<file path="src/rtl/mem_if_pkg.sv">
// rtl/mem_if_pkg.sv - shared defaults and FSM state type for mem bus initiators
//
// Purpose: common word-address/data widths, memory read latency and the
//   IDLE/RUN/DONE command state enum used by mem request/response initiators.
// Ports: none (package).

package mem_if_pkg;

  localparam int MEM_AW_DEF = 12;
  localparam int MEM_DW_DEF = 32;
  localparam int RD_LAT_DEF = 2;

  typedef enum logic [1:0] {
    IDLE = 2'd0,
    RUN  = 2'd1,
    DONE = 2'd2
  } copy_state_e;

endpackage

</file>
<file path="src/rtl/mem_copy_fifo.sv">
// rtl/mem_copy_fifo.sv - synchronous read-data buffer for the copy engine
//
// Purpose: DEPTH x DW synchronous FIFO with first-word-fall-through read port.
// Ports:
//   clk, rst_n     clock, synchronous active-low reset (clears pointers/count)
//   push, push_data  write an entry (ignored when full unless popping too)
//   pop, pop_data    remove the head entry; pop_data shows the head combinationally
//   count          number of stored entries, 0..DEPTH
//   empty, full    status flags derived from count

module mem_copy_fifo #(
  parameter int DW    = 32,
  parameter int DEPTH = 4,
  localparam int AW   = $clog2(DEPTH),
  localparam int CW   = AW + 1
) (
  input  logic          clk,
  input  logic          rst_n,
  input  logic          push,
  input  logic [DW-1:0] push_data,
  input  logic          pop,
  output logic [DW-1:0] pop_data,
  output logic [CW-1:0] count,
  output logic          empty,
  output logic          full
);

  localparam logic [AW-1:0] PTR_ONE = {{(AW-1){1'b0}}, 1'b1};
  localparam logic [CW-1:0] CNT_ONE = {{(CW-1){1'b0}}, 1'b1};
  localparam logic [CW-1:0] CNT_MAX = CW'(DEPTH);

  logic [DW-1:0] store [DEPTH];
  logic [AW-1:0] wr_ptr;
  logic [AW-1:0] rd_ptr;
  logic          do_push;
  logic          do_pop;

  assign empty    = (count == '0);
  assign full     = (count == CNT_MAX);
  assign do_pop   = pop && !empty;
  // A push into a full FIFO is still fine when the same cycle frees a slot.
  assign do_push  = push && (!full || do_pop);
  assign pop_data = store[rd_ptr];

  always_ff @(posedge clk) begin
    if (!rst_n) begin
      wr_ptr <= '0;
      rd_ptr <= '0;
      count  <= '0;
    end else begin
      if (do_push) wr_ptr <= wr_ptr + PTR_ONE;
      if (do_pop)  rd_ptr <= rd_ptr + PTR_ONE;
      case ({do_push, do_pop})
        2'b10:   count <= count + CNT_ONE;
        2'b01:   count <= count - CNT_ONE;
        default: count <= count;
      endcase
    end
  end

  always_ff @(posedge clk) begin
    if (do_push) store[wr_ptr] <= push_data;
  end

endmodule

</file>
<file path="src/rtl/mem_copy_engine.sv">
// rtl/mem_copy_engine.sv - mem bus initiator copying len words from src to dst
//
// Purpose: accepts a (src, dst, len) command, issues ascending reads, buffers the
//   returned words and writes them out ascending from dst. Reads win arbitration
//   while buffer space (including in-flight reads) remains; otherwise a buffered
//   word is written.
// Ports:
//   clk, rst_n                    clock, synchronous active-low reset
//   cmd_valid/cmd_ready           command handshake (ready only while idle)
//   cmd_src, cmd_dst, cmd_len     source/destination word address, word count
//   done                          one-cycle pulse with the last write (or len==0)
//   busy                          command in progress
//   mem_req/mem_write/mem_addr/mem_wdata   registered request outputs
//   mem_rdata/mem_rdata_vld       read return, RD_LAT cycles after a sampled read

module mem_copy_engine
  import mem_if_pkg::*;
#(
  parameter int MEM_AW     = MEM_AW_DEF,
  parameter int MEM_DW     = MEM_DW_DEF,
  parameter int FIFO_DEPTH = 4,
  parameter int RD_LAT     = RD_LAT_DEF
) (
  input  logic              clk,
  input  logic              rst_n,
  input  logic              cmd_valid,
  output logic              cmd_ready,
  input  logic [MEM_AW-1:0] cmd_src,
  input  logic [MEM_AW-1:0] cmd_dst,
  input  logic [MEM_AW:0]   cmd_len,
  output logic              done,
  output logic              busy,
  output logic              mem_req,
  output logic              mem_write,
  output logic [MEM_AW-1:0] mem_addr,
  output logic [MEM_DW-1:0] mem_wdata,
  input  logic [MEM_DW-1:0] mem_rdata,
  input  logic              mem_rdata_vld
);

  localparam int CW = $clog2(FIFO_DEPTH) + 1;

  localparam logic [MEM_AW-1:0] ADDR_ONE  = {{(MEM_AW-1){1'b0}}, 1'b1};
  localparam logic [MEM_AW:0]   LEN_ONE   = {{MEM_AW{1'b0}}, 1'b1};
  localparam logic [CW-1:0]     CNT_ONE   = {{(CW-1){1'b0}}, 1'b1};
  localparam logic [CW:0]       DEPTH_LIM = (CW + 1)'(FIFO_DEPTH);

  // The buffer must absorb every read that can be in flight.
  if (FIFO_DEPTH < RD_LAT || (FIFO_DEPTH & (FIFO_DEPTH - 1)) != 0) begin : g_bad_params
    $error("mem_copy_engine: FIFO_DEPTH must be a power of 2 and >= RD_LAT");
  end

  copy_state_e       state;
  copy_state_e       next_state;
  logic [MEM_AW-1:0] rd_addr;
  logic [MEM_AW-1:0] wr_addr;
  logic [MEM_AW:0]   rd_left;
  logic [MEM_AW:0]   wr_left;
  logic [CW-1:0]     inflight;

  logic [MEM_DW-1:0] fifo_rdata;
  logic [CW-1:0]     fifo_count;
  logic              fifo_empty;
  logic              fifo_full;
  logic [CW:0]       occupancy;
  logic              issue_rd;
  logic              issue_wr;
  logic              ret_vld;

  mem_copy_fifo #(
    .DW    (MEM_DW),
    .DEPTH (FIFO_DEPTH)
  ) u_fifo (
    .clk       (clk),
    .rst_n     (rst_n),
    .push      (ret_vld),
    .push_data (mem_rdata),
    .pop       (issue_wr),
    .pop_data  (fifo_rdata),
    .count     (fifo_count),
    .empty     (fifo_empty),
    .full      (fifo_full)
  );

  // Reserve a slot for each outstanding read so returns can never overflow.
  assign occupancy = {1'b0, fifo_count} + {1'b0, inflight};
  assign issue_rd  = (state == RUN) && (rd_left != '0) && (occupancy < DEPTH_LIM) && !fifo_full;
  assign issue_wr  = (state == RUN) && !issue_rd && !fifo_empty;
  // Returns with nothing outstanding belong to a command killed by reset.
  assign ret_vld   = mem_rdata_vld && (inflight != '0);

  assign cmd_ready = (state == IDLE);
  assign busy      = (state != IDLE);
  assign done      = (state == DONE);

  always_comb begin
    next_state = state;
    case (state)
      IDLE: begin
        if (cmd_valid) next_state = (cmd_len == '0) ? DONE : RUN;
      end
      RUN: begin
        if (issue_wr && (wr_left == LEN_ONE)) next_state = DONE;
      end
      DONE:    next_state = IDLE;
      default: next_state = IDLE;
    endcase
  end

  always_ff @(posedge clk) begin
    if (!rst_n) begin
      state     <= IDLE;
      rd_addr   <= '0;
      wr_addr   <= '0;
      rd_left   <= '0;
      wr_left   <= '0;
      inflight  <= '0;
      mem_req   <= 1'b0;
      mem_write <= 1'b0;
      mem_addr  <= '0;
      mem_wdata <= '0;
    end else begin
      state     <= next_state;
      mem_req   <= issue_rd || issue_wr;
      mem_write <= issue_wr;

      if (state == IDLE && cmd_valid) begin
        rd_addr <= cmd_src;
        wr_addr <= cmd_dst;
        rd_left <= cmd_len;
        wr_left <= cmd_len;
      end else if (issue_rd) begin
        mem_addr <= rd_addr;
        rd_addr  <= rd_addr + ADDR_ONE;
        rd_left  <= rd_left - LEN_ONE;
      end else if (issue_wr) begin
        mem_addr  <= wr_addr;
        mem_wdata <= fifo_rdata;
        wr_addr   <= wr_addr + ADDR_ONE;
        wr_left   <= wr_left - LEN_ONE;
      end

      case ({issue_rd, ret_vld})
        2'b10:   inflight <= inflight + CNT_ONE;
        2'b01:   inflight <= inflight - CNT_ONE;
        default: inflight <= inflight;
      endcase
    end
  end

endmodule

</file>
<file path="config.mk">
export PLATFORM = sky130hd
export DESIGN_NAME = mem_copy_engine
export DESIGN_NICKNAME = d
export VERILOG_FILES = /design/src/rtl/mem_if_pkg.sv /design/src/rtl/mem_copy_fifo.sv /design/src/rtl/mem_copy_engine.sv
export SDC_FILE = /design/constraint.sdc
export NUM_CORES = 1
export LEC_CHECK = 0
export BUFFER_PORTS_ARGS = -buffer_cell sky130_fd_sc_hd__buf_2
export CAP_MARGIN = 20
export CORE_MARGIN = 5
export CORE_UTILIZATION = 45
export CTS_CLUSTER_DIAMETER = 120
export CTS_CLUSTER_SIZE = 20
export DETAILED_ROUTE_END_ITERATION = 7
export GPL_TIMING_DRIVEN = 0
export PLACE_DENSITY_LB_ADDON = 0.1
export SKIP_LAST_GASP = 1
export SYNTH_ARGS = -nofsm -noshare
export SYNTH_HDL_FRONTEND = slang
export SYNTH_HIERARCHICAL = 1
export SYNTH_SLANG_ARGS = --single-unit
</file>
<file path="constraint.sdc">
create_clock -name clk -period 4.5 [get_ports clk]
set_input_delay 0.9 -clock clk [delete_from_list [all_inputs] [get_ports clk]]
set_output_delay 0.9 -clock clk [all_outputs]
set_load 0.1 [all_outputs]
</file>
# == Yosys cells after proc, flatten, opt, wreduce, memory -nomap -nowiden ==
# Memory sizes are Yosys's and may differ from the RTL's. A register that Yosys moved wholly into a read port is not among the register bits.
# Index checks and enable logic that the tools add are counted.
# op_classes
mux,20
n_bitwise,2
order_cmp,1
n_eq_ne,11
reduce_logical,31
addsub,11
# ops
operator,n
$mux W12,7
$mux W13,5
$sub A13 B1 Y13 const B,2
$add A12 B1 Y12 const B,2
$eq A13 B1 Y1 const B,1
$logic_not A13 Y1,1
$reduce_bool A13 Y1,1
$pmux W3 S2,2
$reduce_bool A2 Y1,6
$logic_and A1 B1 Y1,10
$add A3 B1 Y3 const B,2
$eq A2 B1 Y1 const B,3
$eq A2 B2 Y1 const B,3
$mux W2,3
$reduce_and A2 Y1,3
$sub A3 B1 Y3 const B,2
$add A2 B1 Y2 const B,2
$add A3 B3 Y4,1
$logic_not A1 Y1,4
$lt A4 B3 Y1 const B,1
$ne A2 B1 Y1 const B,2
$pmux W2 S2,1
$eq A3 B3 Y1 const B,1
$logic_not A3 Y1,1
other kinds (7),10
# word_totals
n_memories,1
out_inout_bits,49
inputBits,73
ram_bits,128
ff_bits,76
# mem_list
name,depth,word_bits,rd,rd_clocked_by_memory_dff,wr,line,source
u_fifo.store,4,32,1,1,1,mem_copy_fifo.sv:32,logic [DW-1:0] store [DEPTH];

# == Logic depth before layout (Yosys ltp) ==
# Gate-level depths: netlist of the first run.
# logic_depth
ltp_word,12
mapped_depth,17

# == By module ==
# Netlist of the first run, hierarchy kept.
# by_module_without_submodules
module,cells_each,area_each_um2,seq_area_each_um2,instances
mem_copy_fifo,221,5119.9,4023.9,1
mem_copy_engine,610,4894.7,2021.9,1

# == Worst setup path after synthesis of the first run ==
# OpenSTA, ideal clock, no wires.
# synth_path
path_kind,register -> register
start,reg rd_left[0]
end,"mem u_fifo.store[0][0], enable pin"
path_buffers,2
t_arrival_ns,3.224
period_less_slack_ns,3.616
setup_ns,0.392
stages_incl_launch_ff,12
setup_slack_ns,0.884
required_ns,4.108
path_cell_list,dfxtp_1 > inv_1 > ha_1 > or4b_4 > nor4_4 > o21ai_1 > inv_1 > buf_2 > buf_2 > inv_1 > a21boi_2 > and2_1
# synth_between
elab_chain_cells,12
# synth_lines
element,line,source
start: declaration,mem_copy_engine.sv:57,logic [MEM_AW:0] rd_left;
start signal: assignment,mem_copy_engine.sv:130,rd_left <= cmd_len;
start signal: assignment,mem_copy_engine.sv:135,rd_left <= rd_left - LEN_ONE;
$reduce_bool A13 Y1,mem_copy_engine.sv:87,assign issue_rd = (state == RUN) && (rd_left != '0) && (occupancy < DEPTH_LIM) && !fifo_full;
$logic_and A1 B1 Y1 (3 in a row),mem_copy_engine.sv:87,
$logic_not A1 Y1,mem_copy_engine.sv:88,assign issue_wr = (state == RUN) && !issue_rd && !fifo_empty;
$logic_and A1 B1 Y1 (2 in a row),mem_copy_engine.sv:88,
named net issue_wr,mem_copy_engine.sv:67,logic issue_wr;
$logic_and A1 B1 Y1,mem_copy_fifo.sv:40,assign do_pop = pop && !empty;
$logic_or A1 B1 Y1,mem_copy_fifo.sv:42,assign do_push = push && (!full || do_pop);
$logic_and A1 B1 Y1,mem_copy_fifo.sv:42,
$mux W1,mem_copy_fifo.sv:62,if (do_push) store[wr_ptr] <= push_data;
$mux W1 (implied by the code),mem_copy_fifo.sv:62,
end: declaration,mem_copy_fifo.sv:32,
# The timed path passes the listed nets, and every way through them passes these cells.

# == Worst setup path in the final report of the first run ==
# layout_path
start,reg rd_left[0]
end,reg u_fifo.count[2]
# layout_between
elab_chain_cells,12
elab_cells_between_ends,14
cone_classes,eq/ne: 2; mux: 1; reduce/logical: 11
# layout_lines
element,line,source
$reduce_bool A13 Y1 (*),mem_copy_engine.sv:87,
$logic_and A1 B1 Y1 (*) (3 in a row),mem_copy_engine.sv:87,
$logic_not A1 Y1 (*),mem_copy_engine.sv:88,
$logic_and A1 B1 Y1 (*) (2 in a row),mem_copy_engine.sv:88,
named net issue_wr,mem_copy_engine.sv:67,
$logic_and A1 B1 Y1 (*),mem_copy_fifo.sv:40,
named net u_fifo.do_pop,mem_copy_fifo.sv:36,logic do_pop;
$logic_or A1 B1 Y1,mem_copy_fifo.sv:42,
$logic_and A1 B1 Y1,mem_copy_fifo.sv:42,
$eq A2 B1 Y1 / $eq A2 B2 Y1 (equally long branches),mem_copy_fifo.sv:53,"case ({do_push, do_pop})"
$pmux W3 S2 / $reduce_bool A2 Y1 (equally long branches),n/a,
end signal: assignment,mem_copy_fifo.sv:54,2'b10: count <= count + CNT_ONE;
end signal: assignment,mem_copy_fifo.sv:55,2'b01: count <= count - CNT_ONE;
end signal: assignment,mem_copy_fifo.sv:56,default: count <= count;
end: declaration,mem_copy_fifo.sv:23,"output logic [CW-1:0] count,"
# The timed path passes the listed nets; every way through them passes the cells marked *.
# A chain may end at the register's enable or synchronous reset.

==> key figures, run 1 <==
Global routing
  – Largest net degree at the start of global routing: 25
  – All-Layer GR Usage: 0.1955
  – Met1 routing resource usage after global routing: 0.2568
  – Overall overflow remaining after global route: 0
  – Via count of the first global-routing pass: 7166
  – Met3 track demand over resource in global routing: 0.04504
  – Antenna violations before repair: 3
  – Most utilized layer in the global route result: met2
  – Wire length of the first global-routing pass: 40.19 mm
  – Met2 track utilization from global routing: 0.3302

Synthesis
  – Portion of netlist area occupied by mux cells: 0.08708
  – Post-synthesis share of cell area spent on xor and xnor gates: 0.01049
  – Share of the synthesized area in compound gates (AO/OA/AOI/OAI): 0.1148
  – Main combinational cell family by area after synthesis: simple AND/OR/NAND/NOR gates
  – Sequential cell area fraction in the yosys report: 0.6037
  – Most used flip-flop cell after synthesis: sky130_fd_sc_hd__edfxtp_1
  – Post-synthesis share of cell area spent on full adders, half adders and majority gates: 0.02149
  – Post-synthesis average cell area: 12.05 um2
  – Post-synthesis instance area: 0.01001 mm2
  – Post-synth EDFFs: 128
  – Post-Synthesis Cells: 831
  – Synth Register Bits: 238
  – Count of synthesis-stage warnings from yosys: 6
  – Synth async-reset ratio: 0
  – Number of nets produced by synthesis: 920
  – Number of unique standard cell types used by synthesis: 70
  – Post-Synth Simple-Gate Area: 0.1287

Clocking
  – Number of sinks driven by the clock tree: 238
  – Number of buffers on the longest clock path: 3
  – Clock buffers created by TritonCTS: 15
  – Root buffer cell: sky130_fd_sc_hd__clkbuf_16
  – Clock latency on the worst-skew pair: 0.50 ns
  – Clock slew at reported path FFs: 0.09 ns
  – Level count of the clock H-tree: 1
  – CTS Hold Buffers Added: 0
  – CTS tree: yes

Worst hold path
  – Class of the most critical hold timing path: reg -> reg
  – Worst Hold Launch: mem_wdata[27]$_SDFFE_PN0P_
  – Hold Path Stages: 2

Setup path
  – Max stage delay cell, worst path: sky130_fd_sc_hd__or4b_4
  – Worst Path Max Fanout: 11
  – Worst Path Arrival: 4.52 ns
  – Startpoint class of the critical path: flop
  – Worst setup EP type: flop
  – Number of cells on the critical path: 16
  – Delay of the slowest critical-path stage: 0.49 ns
  – Reg2reg start: rd_left[0]$_SDFFE_PN0P_
  – Required arrival time at the worst endpoint: 4.93 ns
  – Most numerous cell on the critical path: sky130_fd_sc_hd__inv_1
  – Cell Chain, Critical Path: inv_1 > ha_1 > or4b_4 > nor4_4 > o21ai_1 > inv_1 > buf_2 > buf_2 > inv_1 > nor2_1 > ha_1 > inv_1 > fa_1 > xor2_1 > or3_1 > a21boi_0
  – Worst Path Buf+Inv: 6
  – Reg2Reg Depth: 16
  – Crit. Startpoint: rd_left[0]$_SDFFE_PN0P_
  – Family with the most delay on the worst path: simple AND/OR/NAND/NOR gates
  – Category of the critical setup timing path: reg -> reg

STA
  – Count of final setup violators: 0
  – Pin slew with the least headroom to its limit: 0.8430 ns
  – Final worst path period need: 4.095 ns
  – Max Slew Vio Count: 0
  – Worst rel slew slack: 0.4380
  – Final worst-path setup slack: 0.4045 ns
  – Crit share post-route: 0.9101
  – Worst clock skew on the final layout: 0.02176 ns
  – Maximum clock rate: 244.2 MHz
  – Setup repair after global routing missed its margin: false
  – Count of final hold-check violations: 0

Pwr
  – Leakage component of the power: 4.080 nW
  – Cell Pwr Density: 458.6 mW/mm2
  – Peak supply drop: 329.1 uV
  – Overall power after layout: 5.284 mW

Place
  – Placed Cells: 1236
  – Routability congestion estimate from global placement: 0.8932
  – Post-DP HPWL: 17.45 mm
  – IO buf count: 121
  – Post-place setup slack: 0.1021 ns

Die
  – Top Ports: 122
  – Std-Cell Rows: 54
  – Core area: 0.02189 mm2
  – Die width: 159.2 um
  – Die Ht: 159.2 um
  – Starting density of the core: 0.4575
  – Area of the die: 0.02534 mm2

Job
  – Number of max-cap violations: 0

Drt
  – Average vias per placed instance: 5.589
  – Wirelength per Cell: 19.86 um
  – Detail Route Antenna Nets: 0
  – Via Count: 7048
  – Iteration-0 DRC Markers: 482
  – Detailed-route DRC error count: 0
  – Number of iterations in the first detailed-routing pass: 5
  – Total length of routed wires: 25.04 mm

Layout
  – Post-route core utilization: 0.5263
  – Share of layout cells above drive strength 1: 0.2222
  – Signed area change from the synthesized netlist to the final layout: 15.05%
  – Net count of the finished layout: 1062
  – Number of cells in the finished layout apart from fillers: 1261
  – Antenna diode count: 0

Outcome
  – Run status: completed
cells in the mapped netlist, drive strengths merged, types with 16 or more instances:
cell | instances | area share
edfxtp | 128 | 0.38
nand2 | 116 | 0.043
dfxtp | 110 | 0.22
a21oi | 64 | 0.032
nor2 | 38 | 0.014
mux4 | 32 | 0.072
o21ai | 28 | 0.014
clkbuf | 27 | 0.010
inv | 27 | 0.010
nor3 | 22 | 0.011
buf | 21 | 0.013
a211oi | 18 | 0.014
a31oi | 17 | 0.011
nand3 | 16 | 0.0080
cell usage in the layout (no fill, tap or decap), types with 4 or more instances in the layout:
cell and count:
sky130_fd_sc_hd__buf_2 135, sky130_fd_sc_hd__edfxtp_1 128, sky130_fd_sc_hd__nand2_1 116, sky130_fd_sc_hd__dfxtp_1 110
sky130_fd_sc_hd__a21oi_1 63, sky130_fd_sc_hd__nor2_1 38, sky130_fd_sc_hd__clkbuf_1 33, sky130_fd_sc_hd__mux4_2 32
sky130_fd_sc_hd__inv_1 27, sky130_fd_sc_hd__o21ai_0 27, sky130_fd_sc_hd__nor3_1 21, sky130_fd_sc_hd__a211oi_1 17
sky130_fd_sc_hd__a31oi_1 17, sky130_fd_sc_hd__nand3_1 15, sky130_fd_sc_hd__clkbuf_16 15, sky130_fd_sc_hd__mux2i_1 14
sky130_fd_sc_hd__ha_1 14, sky130_fd_sc_hd__nand4_1 13, sky130_fd_sc_hd__or3_1 12, sky130_fd_sc_hd__o31a_1 10
sky130_fd_sc_hd__nor4_1 8, sky130_fd_sc_hd__xor2_1 6, sky130_fd_sc_hd__xnor2_1 6, sky130_fd_sc_hd__and2_1 6
sky130_fd_sc_hd__and2_2 5, sky130_fd_sc_hd__buf_6 5, sky130_fd_sc_hd__a22oi_1 5, sky130_fd_sc_hd__or2_2 4
sky130_fd_sc_hd__and3_1 4, sky130_fd_sc_hd__o22ai_1 4, sky130_fd_sc_hd__o211ai_1 4
routing by layer:
metal,wire length (um),share of wire,vias up
li1,-,-,3389
met1,10800,0.43,3412
met2,12080,0.48,205
met3,1644,0.066,36
met4,460,0.018,6
met5,47,0.0019,-
path summary, 6_finish.rpt:
check                                 end  slack [ns]
max          u_fifo/count[2]$_SDFFE_PN0P_        0.40
max reg2reg  u_fifo/count[2]$_SDFFE_PN0P_        0.40
min reg2reg    mem_wdata[27]$_SDFFE_PN0P_        0.45
min            mem_wdata[27]$_SDFFE_PN0P_        0.45
cells by family (layout without fill, tap and decap cells):
| family | Yosys count | count (layout) |
|---|---|---|
| adder cells (fa/ha/maj) | 16 | 16 |
| multiplexers | 47 | 47 |
| flip-flops | 238 | 238 |
| AND/OR/NAND/NOR | 265 | 265 |
| XOR/XNOR | 12 | 12 |
| buffers and inverters | 75 | 225 |
| AO/OA/AOI/OAI | 178 | 178 |
worst min-delay path: cells and delay by family, from the launching register on:
family / cells / cell delay, ns
DFF: 1 / 0.31
and+or+nand+nor: 1 / 0.05
AOI/OAI and AO/OA: 1 / 0.05
report_power, final:
group | switching (mW) | total (mW) | internal (mW)
sequential | 0.127 | 2.65 | 2.52
combinational | 0.881 | 1.28 | 0.399
clock | 0.711 | 1.36 | 0.648
total | 1.72 | 5.28 | 3.56
layout make-up:
| cell class | count | area [um2] |
|---|---|---|
| clock inverter | 1 | 8.758 |
| timing repair buffer | 126 | 715.7 |
| sequential | 238 | 6046 |
| inverter | 27 | 101.3 |
| multi-input combinational | 518 | 3649 |
| tap | 280 | 350.3 |
| buffer | 47 | 232.7 |
| clock buffer | 24 | 419.2 |
| fill | 1961 | 10370 |
through the flow:
stage | hold slack, ns | setup TNS (ns) | area [um2]
2_1_floorplan | 0.4451 | 0 | 10010
3_3_place_gp | 0.4406 | -82.36 | 10970
3_5_place_dp | 0.4470 | 0 | 11080
4_1_cts | 0.4585 | 0 | 11510
5_1_grt | 0.4786 | 0 | 11520
6_report | 0.4545 | 0 | 11520
timing repair:
item / CTS / global route
hold endpoints to repair: 0 / 0
setup endpoints to repair: 0 / 56
setup buffers: 0 / 1
resized for setup: 0 / 3
sequential cells by signal, summed over array words and instances (netlist names), 3 cells and up, named ones only:
register      count
rd_addr          12
wr_left          13
rd_left          13
u_fifo/store    128
wr_addr          12
mem_addr         12
inflight          3
u_fifo/count      3
mem_wdata        32
(Power assumes the default switching activity.)
==> run 2, diff against run 1 <==
- CORE_UTILIZATION: 45 -> 43
==> run 2 against run 1 <==
Effect of this change: register-to-register slack got worse by 0.12 ns; final area increased by 0.30%; cell count increased by 2.7%; non-clock buffer count increased by 1; sequential power about the same; via count increased by 0.92%; global-route usage decreased by 0.42 points; largest power group unchanged; first-iteration DRC count increased by 8.5%; flip-flop and latch count unchanged; clock skew increased by 0.0066 ns; critical endpoint unchanged; combinational power about the same; critical path type unchanged.
==> key figures, run 2 (same netlist as run 1, synthesis figures left out) <==
Outcome
  – Run status: completed

Drt
  – Via Count: 7113
  – Wirelength per Cell: 19.63 um
  – Total length of routed wires: 25.42 mm
  – Number of iterations in the first detailed-routing pass: 5
  – Average vias per placed instance: 5.493
  – Detailed-route DRC error count: 0
  – Iteration-0 DRC Markers: 523
  – Detail Route Antenna Nets: 0

Layout
  – Most common cell after layout, fill and taps aside: sky130_fd_sc_hd__buf_2
  – Sequential Area: 0.006046 mm2
  – Antenna diode count: 0
  – Count of filler cells inserted in the layout: 2080
  – Multi-input combinational cell area: 0.003642 mm2
  – Share of layout cells above drive strength 1: 0.2210
  – Post-route core utilization: 0.5074
  – Top register by number of flip-flops: u_fifo/store
  – Flip-flop count of the largest register, all copies and words added: 128
  – Largest registers: u_fifo/store (128), mem_wdata (32)
  – Net count of the finished layout: 1063
  – Signed area change from the synthesized netlist to the final layout: 15.40%
  – Most frequent cells in the layout: 135 x sky130_fd_sc_hd__buf_2, 128 x sky130_fd_sc_hd__edfxtp_1, 116 x sky130_fd_sc_hd__nand2_1

Pwr
  – Leakage component of the power: 4.080 nW
  – Peak supply drop: 415.0 uV
  – Cell Pwr Density: 456.5 mW/mm2

Setup path
  – Max stage delay cell, worst path: sky130_fd_sc_hd__or4b_4
  – Worst Path Max Fanout: 11
  – Worst Path Arrival: 4.64 ns
  – Required arrival time at the worst endpoint: 4.92 ns
  – Most numerous cell on the critical path: sky130_fd_sc_hd__inv_1
  – Delay of the slowest critical-path stage: 0.50 ns
  – Worst Path Buf+Inv: 6
  – Family with the most delay on the worst path: simple AND/OR/NAND/NOR gates
  – Category of the critical setup timing path: reg -> reg
  – Startpoint class of the critical path: flop
  – Worst setup EP type: flop
  – Cell Chain, Critical Path: inv_1 > ha_1 > or4b_4 > nor4_4 > o21ai_1 > inv_1 > buf_2 > buf_2 > inv_1 > nor2_1 > ha_1 > inv_1 > fa_1 > xor2_1 > or3_1 > a21boi_0

Clocking
  – Root buffer cell: sky130_fd_sc_hd__clkbuf_16
  – Clock buffers created by TritonCTS: 15
  – Clock latency on the worst-skew pair: 0.49 ns
  – Number of sinks driven by the clock tree: 238
  – CTS tree: yes
  – Clock slew at reported path FFs: 0.10 ns
  – Number of buffers on the longest clock path: 3
  – Level count of the clock H-tree: 1

Die
  – Area of the die: 0.02644 mm2
  – Std-Cell Rows: 55
  – Top Ports: 122
  – Starting density of the core: 0.4397
  – Core area: 0.02278 mm2
  – Die width: 162.6 um
  – Die Ht: 162.6 um

STA
  – Count of final setup violators: 0
  – Setup repair after global routing missed its margin: false
  – Max Slew Vio Count: 0
  – Crit share post-route: 0.9378
  – Pin slew with the least headroom to its limit: 0.7625 ns
  – Worst rel slew slack: 0.4916
  – Count of final hold-check violations: 0
  – Worst clock skew on the final layout: 0.02834 ns
  – Final worst-path setup slack: 0.2797 ns
  – Maximum clock rate: 236.9 MHz
  – Sum of negative setup slack: 0 ns
  – Final worst path period need: 4.220 ns
  – Hold slack final: 0.4505 ns

Place
  – Post-DP HPWL: 17.75 mm
  – IO buf count: 121
  – Post-place setup slack: -0.002098 ns
  – Routability congestion estimate from global placement: 0.8495

Global routing
  – Via count of the first global-routing pass: 7038
  – Wire length of the first global-routing pass: 39.94 mm
  – All-Layer GR Usage: 0.1913
  – Largest net degree at the start of global routing: 23
  – Overall overflow remaining after global route: 0
  – Antenna violations before repair: 3

Job
  – Number of max-cap violations: 0

Worst hold path
  – Class of the most critical hold timing path: reg -> reg
run 2: metrics by stage:
step,power (mW),instances,instance area [um2]
floorplan,3.609,831,10010
CTS,5.330,1294,11540
finish,5.276,1295,11560
global route,5.565,1295,11560
detailed placement,3.978,1269,11110
global placement,3.939,1265,11010
run 2: layout make-up:
type                    instances  share of cell area
clock buffers                  24             0.03627
clock inverters                 1           0.0007578
plain buffers                  47             0.02014
flip-flops and latches        238              0.5231
inverters                      27            0.008769
multi-input cells             518              0.3151
repair buffers                127             0.06193
well taps                     313             0.03389
run 2: power by group:
part	switching, mW	total [mW]	internal (mW)	leakage, nW
registers	0.130	2.65	2.52	2.06
clock network	0.697	1.34	0.647	0.206
logic	0.884	1.28	0.399	1.82
run 2: final timing paths:
check                                           startpoint                            to  slack (ns)  depth (start not counted)
worst max-delay path               rd_left[0]$_SDFFE_PN0P_  u_fifo/count[2]$_SDFFE_PN0P_        0.28                         16
worst min-delay path            mem_wdata[16]$_SDFFE_PN0P_    mem_wdata[16]$_SDFFE_PN0P_        0.45                          2
worst max register to register     rd_left[0]$_SDFFE_PN0P_  u_fifo/count[2]$_SDFFE_PN0P_        0.28                         16
worst min register to register  mem_wdata[16]$_SDFFE_PN0P_    mem_wdata[16]$_SDFFE_PN0P_        0.45                          2
run 2: what timing repair did:
item / 4_1_cts / 5_1_grt
pin swaps: 1 / 1
setup endpoints to repair: 1 / 46
buffers inserted: 0 / 2
hold buffers: 0 / 0
resized for setup: 0 / 1
run 2: worst register-to-register path: stages (launching register included):
cell and delay, ns:
sky130_fd_sc_hd__dfxtp_1 0.35, sky130_fd_sc_hd__inv_1 0.13, sky130_fd_sc_hd__ha_1 0.16, sky130_fd_sc_hd__or4b_4 0.50, sky130_fd_sc_hd__nor4_4 0.42, sky130_fd_sc_hd__o21ai_1 0.21, sky130_fd_sc_hd__inv_1 0.16, sky130_fd_sc_hd__buf_2 0.26
sky130_fd_sc_hd__buf_2 0.33, sky130_fd_sc_hd__inv_1 0.13, sky130_fd_sc_hd__nor2_1 0.21, sky130_fd_sc_hd__ha_1 0.22, sky130_fd_sc_hd__inv_1 0.06, sky130_fd_sc_hd__fa_1 0.39, sky130_fd_sc_hd__xor2_1 0.16, sky130_fd_sc_hd__or3_1 0.30
sky130_fd_sc_hd__a21boi_0 0.18
run 2: routing by layer:
| layer | routed length, um | up-vias | global-route usage |
|---|---|---|---|
| met5 | 31 | - | 0 |
| met4 | 364 | 6 | 0.03088 |
| met3 | 1750 | 31 | 0.03366 |
| met2 | 12150 | 217 | 0.3238 |
| met1 | 11130 | 3460 | 0.2650 |
| li1 | - | 3399 | - |
==> run 3, diff against run 2 <==
- ABC_AREA: default -> 1
- CORE_ASPECT_RATIO: default -> 0.8
- clock period: 4.5 -> 4.8 ns (I/O delays scaled with it)
==> run 3 against run 2 <==
Effect of this change: largest cell class unchanged; register-to-register slack better by 1.4 ns; global-route usage increased by 0.56 points; synthesized area up 7.3%; via count is 21% higher; critical path depth down 2; flip-flop and latch count stayed put; first-iteration DRC count is 46% higher; synthesized cell count rose by 45%; sequential share of layout area shrank 3.1 points.
==> key figures, run 3 <==
Clocking
  – Number of setup buffers added after CTS: 0
  – Root buffer cell: sky130_fd_sc_hd__clkbuf_16
  – Post-cts gate resize count: 0
  – Clock buffers created by TritonCTS: 15
  – Number of buffers on the longest clock path: 3
  – CTS tree: yes
  – Clock slew at reported path FFs: 0.09 ns
  – Clock latency on the worst-skew pair: 0.48 ns
  – CTS Hold Buffers Added: 0
  – Number of sinks driven by the clock tree: 238
  – Level count of the clock H-tree: 1

Die
  – Area of the die: 0.02827 mm2
  – Starting density of the core: 0.4385
  – Core area: 0.02450 mm2
  – Die Ht: 151.4 um
  – Std-Cell Rows: 51
  – Top Ports: 122
  – Die width: 186.7 um

Layout
  – Most frequent cells in the layout: 251 x sky130_fd_sc_hd__nor2_1, 190 x sky130_fd_sc_hd__nand2_1, 141 x sky130_fd_sc_hd__buf_2
  – Share of layout cells above drive strength 1: 0.1634
  – Net count of the finished layout: 1440
  – Flip-flop count of the largest register, all copies and words added: 128
  – Signed area change from the synthesized netlist to the final layout: 14.32%
  – Largest registers: u_fifo/store (128), mem_wdata (32)
  – Top register by number of flip-flops: u_fifo/store
  – Most common cell after layout, fill and taps aside: sky130_fd_sc_hd__nor2_1
  – Post-route core utilization: 0.5013
  – Count of filler cells inserted in the layout: 2374

Setup path
  – Worst R2R Setup Slack: 1.63 ns
  – Category of the critical setup timing path: reg -> reg
  – Worst Path Buf+Inv: 4
  – Startpoint class of the critical path: flop
  – Number of cells on the critical path: 14
  – Worst Path Max Fanout: 13
  – Cell Chain, Critical Path: inv_1 > ha_1 > nand3_1 > nor2_2 > nand2_4 > a21oi_4 > buf_6 > inv_1 > nand3_1 > nand2_1 > ha_1 > inv_1 > fa_1 > a21oi_1
  – Max stage delay cell, worst path: sky130_fd_sc_hd__a21oi_4
  – Reg2reg start: rd_left[0]$_SDFFE_PN0P_
  – Worst setup EP type: flop
  – Required arrival time at the worst endpoint: 5.21 ns
  – Crit. Startpoint: rd_left[0]$_SDFFE_PN0P_
  – Reg2Reg Depth: 14
  – Worst Path Arrival: 3.58 ns
  – Delay of the slowest critical-path stage: 0.41 ns
  – CP Capture Point: u_fifo/count[1]$_SDFFE_PN0P_
  – Most numerous cell on the critical path: sky130_fd_sc_hd__inv_1
  – Worst reg2reg path endpoint: u_fifo/count[1]$_SDFFE_PN0P_
  – Family with the most delay on the worst path: adder cells

Synthesis
  – Most used flip-flop cell after synthesis: sky130_fd_sc_hd__edfxtp_1
  – Synth async-reset ratio: 0
  – Most used standard cell by instance count after synthesis: sky130_fd_sc_hd__nor2_1
  – Post-Synthesis Cells: 1209
  – Library cell occupying the most area in the post-synthesis netlist: sky130_fd_sc_hd__edfxtp_1
  – Number of unique standard cell types used by synthesis: 41
  – Post-synth top cells: 255 x sky130_fd_sc_hd__nor2_1, 190 x sky130_fd_sc_hd__nand2_1, 128 x sky130_fd_sc_hd__edfxtp_1
  – Sequential cell area fraction in the yosys report: 0.5626
  – Post-synthesis average cell area: 8.888 um2
  – Post-synthesis instance area: 0.01075 mm2
  – Post-synth EDFFs: 128
  – Synth Register Bits: 238
  – Count of synthesis-stage warnings from yosys: 6
  – Top area cells in the synthesized netlist: sky130_fd_sc_hd__edfxtp_1 36%, sky130_fd_sc_hd__dfxtp_1 20%, sky130_fd_sc_hd__nor2_1 8.9%
  – Number of nets produced by synthesis: 1298
  – Share of the synthesized area in the top cell type: 0.3577

Global routing
  – All-Layer GR Usage: 0.1969
  – Via count of the first global-routing pass: 8254
  – Wire length of the first global-routing pass: 44.24 mm
  – Largest net degree at the start of global routing: 28
  – Antenna violations before repair: 3
  – Overall overflow remaining after global route: 0

STA
  – Setup repair after global routing missed its margin: false
  – Crit share post-route: 0.6602
  – Sum of negative setup slack: 0 ns
  – Worst rel slew slack: 0.4592
  – Count of final setup violators: 0
  – Final worst-path setup slack: 1.631 ns
  – Final worst path period need: 3.169 ns
  – Max Slew Vio Count: 0
  – Worst clock skew on the final layout: 0.01897 ns
  – Count of final hold-check violations: 0
  – Maximum clock rate: 315.6 MHz
  – Pin slew with the least headroom to its limit: 0.8113 ns

Drt
  – Iteration-0 DRC Markers: 764
  – Number of iterations in the first detailed-routing pass: 5
  – Average vias per placed instance: 5.125
  – Total length of routed wires: 28.42 mm
  – Detailed-route DRC error count: 0
  – Detail Route Antenna Nets: 0
  – Via Count: 8599
  – Wirelength per Cell: 16.94 um

Pwr
  – Clock power share: 0.203
  – Psw: 2.546 mW
  – Sequential cell fraction of total power: 0.428
  – Cell Pwr Density: 507.3 mW/mm2
  – Overall power after layout: 6.232 mW
  – Leakage component of the power: 5.038 nW
  – Proportion of total power due to net switching: 0.4085
  – Peak supply drop: 349.2 uV
  – Share of power burned in combinational logic: 0.368
  – Internal: 3.686 mW

Worst hold path
  – Hold Path Stages: 2
  – Class of the most critical hold timing path: reg -> reg

Outcome
  – Run status: completed

Place
  – Routability congestion estimate from global placement: 0.8520
  – Post-place setup slack: 1.633 ns
  – Post-DP HPWL: 20.06 mm
  – IO buf count: 121

Job
  – Number of max-cap violations: 0
run 3: changes by cell type after synthesis, moves of 32 or more:
| cell | change |
|---|---|
| sky130_fd_sc_hd__nor2_1 | +217 |
| sky130_fd_sc_hd__o21ai_0 | +91 |
| sky130_fd_sc_hd__nand2_1 | +74 |
| sky130_fd_sc_hd__inv_1 | +60 |
| sky130_fd_sc_hd__nand3_1 | +43 |
| sky130_fd_sc_hd__o21ai_1 | +38 |
| sky130_fd_sc_hd__mux4_2 | -32 |
run 3: cell type report:
class	instances	area [um2]	share of cell area
antenna	1	2.502	0.0002037
timing repair buffer	125	685.7	0.05582
sequential	238	6046	0.4922
inverter	95	364.1	0.02964
multi-input combinational	820	3986	0.3245
clock buffer	25	422.9	0.03443
tap	318	397.9	0.03239
buffer	56	379.1	0.03086
run 3: logic make-up after synthesis:
family,count (synthesis),synth area share
AND/OR/NAND/NOR,542,0.2098
AO/OA/AOI/OAI,242,0.1220
flip-flops,238,0.5626
buffers and inverters,151,0.06917
XOR/XNOR,20,0.01630
adder cells (fa/ha/maj),16,0.02003
run 3: how the worst min path moves through the flow:
stage,startpoint,end,slack (ns)
6_report,rd_left[0]$_SDFFE_PN0P_,rd_left[0]$_SDFFE_PN0P_,0.48
5_1_grt,mem_wdata[10]$_SDFFE_PN0P_,mem_wdata[10]$_SDFFE_PN0P_,0.50
4_1_cts,rd_left[0]$_SDFFE_PN0P_,rd_left[0]$_SDFFE_PN0P_,0.48
3_5_place_dp,rd_left[0]$_SDFFE_PN0P_,rd_left[0]$_SDFFE_PN0P_,0.46
3_3_place_gp,rd_left[0]$_SDFFE_PN0P_,rd_left[0]$_SDFFE_PN0P_,0.46
2_1_floorplan,rd_left[0]$_SDFFE_PN0P_,rd_left[0]$_SDFFE_PN0P_,0.44
run 3: tightest hold or removal path, stage by stage (launching register included):
cell and delay [ns]:
sky130_fd_sc_hd__dfxtp_1 0.32, sky130_fd_sc_hd__nand2_1 0.06, sky130_fd_sc_hd__a21oi_1 0.05
run 3: stage by stage:
stage                     hold WS (ns)  area (um2)  instances
after floorplan                 0.4434       10750       1209
after global placement          0.4570       11750       1648
after detailed placement        0.4624       11860       1652
after CTS                       0.4767       12280       1677
after global routing            0.5015       12280       1678
final                           0.4751       12280       1678
run 3: layer usage:
layer	GRT usage	part of all wire	up-vias
li1	-	-	4303
met4	0.05211	0.023	4
met3	0.02949	0.045	46
met5	0	0.00081	-
met1	0.2885	0.50	4033
met2	0.3084	0.43	213
run 3: power by group through the flow:
stage	clock, mW	sequential (mW)	combinational [mW]
after CTS	1.31	2.67	2.30
after global placement	0	2.73	2.23
after global routing	1.38	2.71	2.52
after detailed placement	0	2.72	2.30
after floorplan	0	3.33	1.12
final	1.27	2.67	2.30
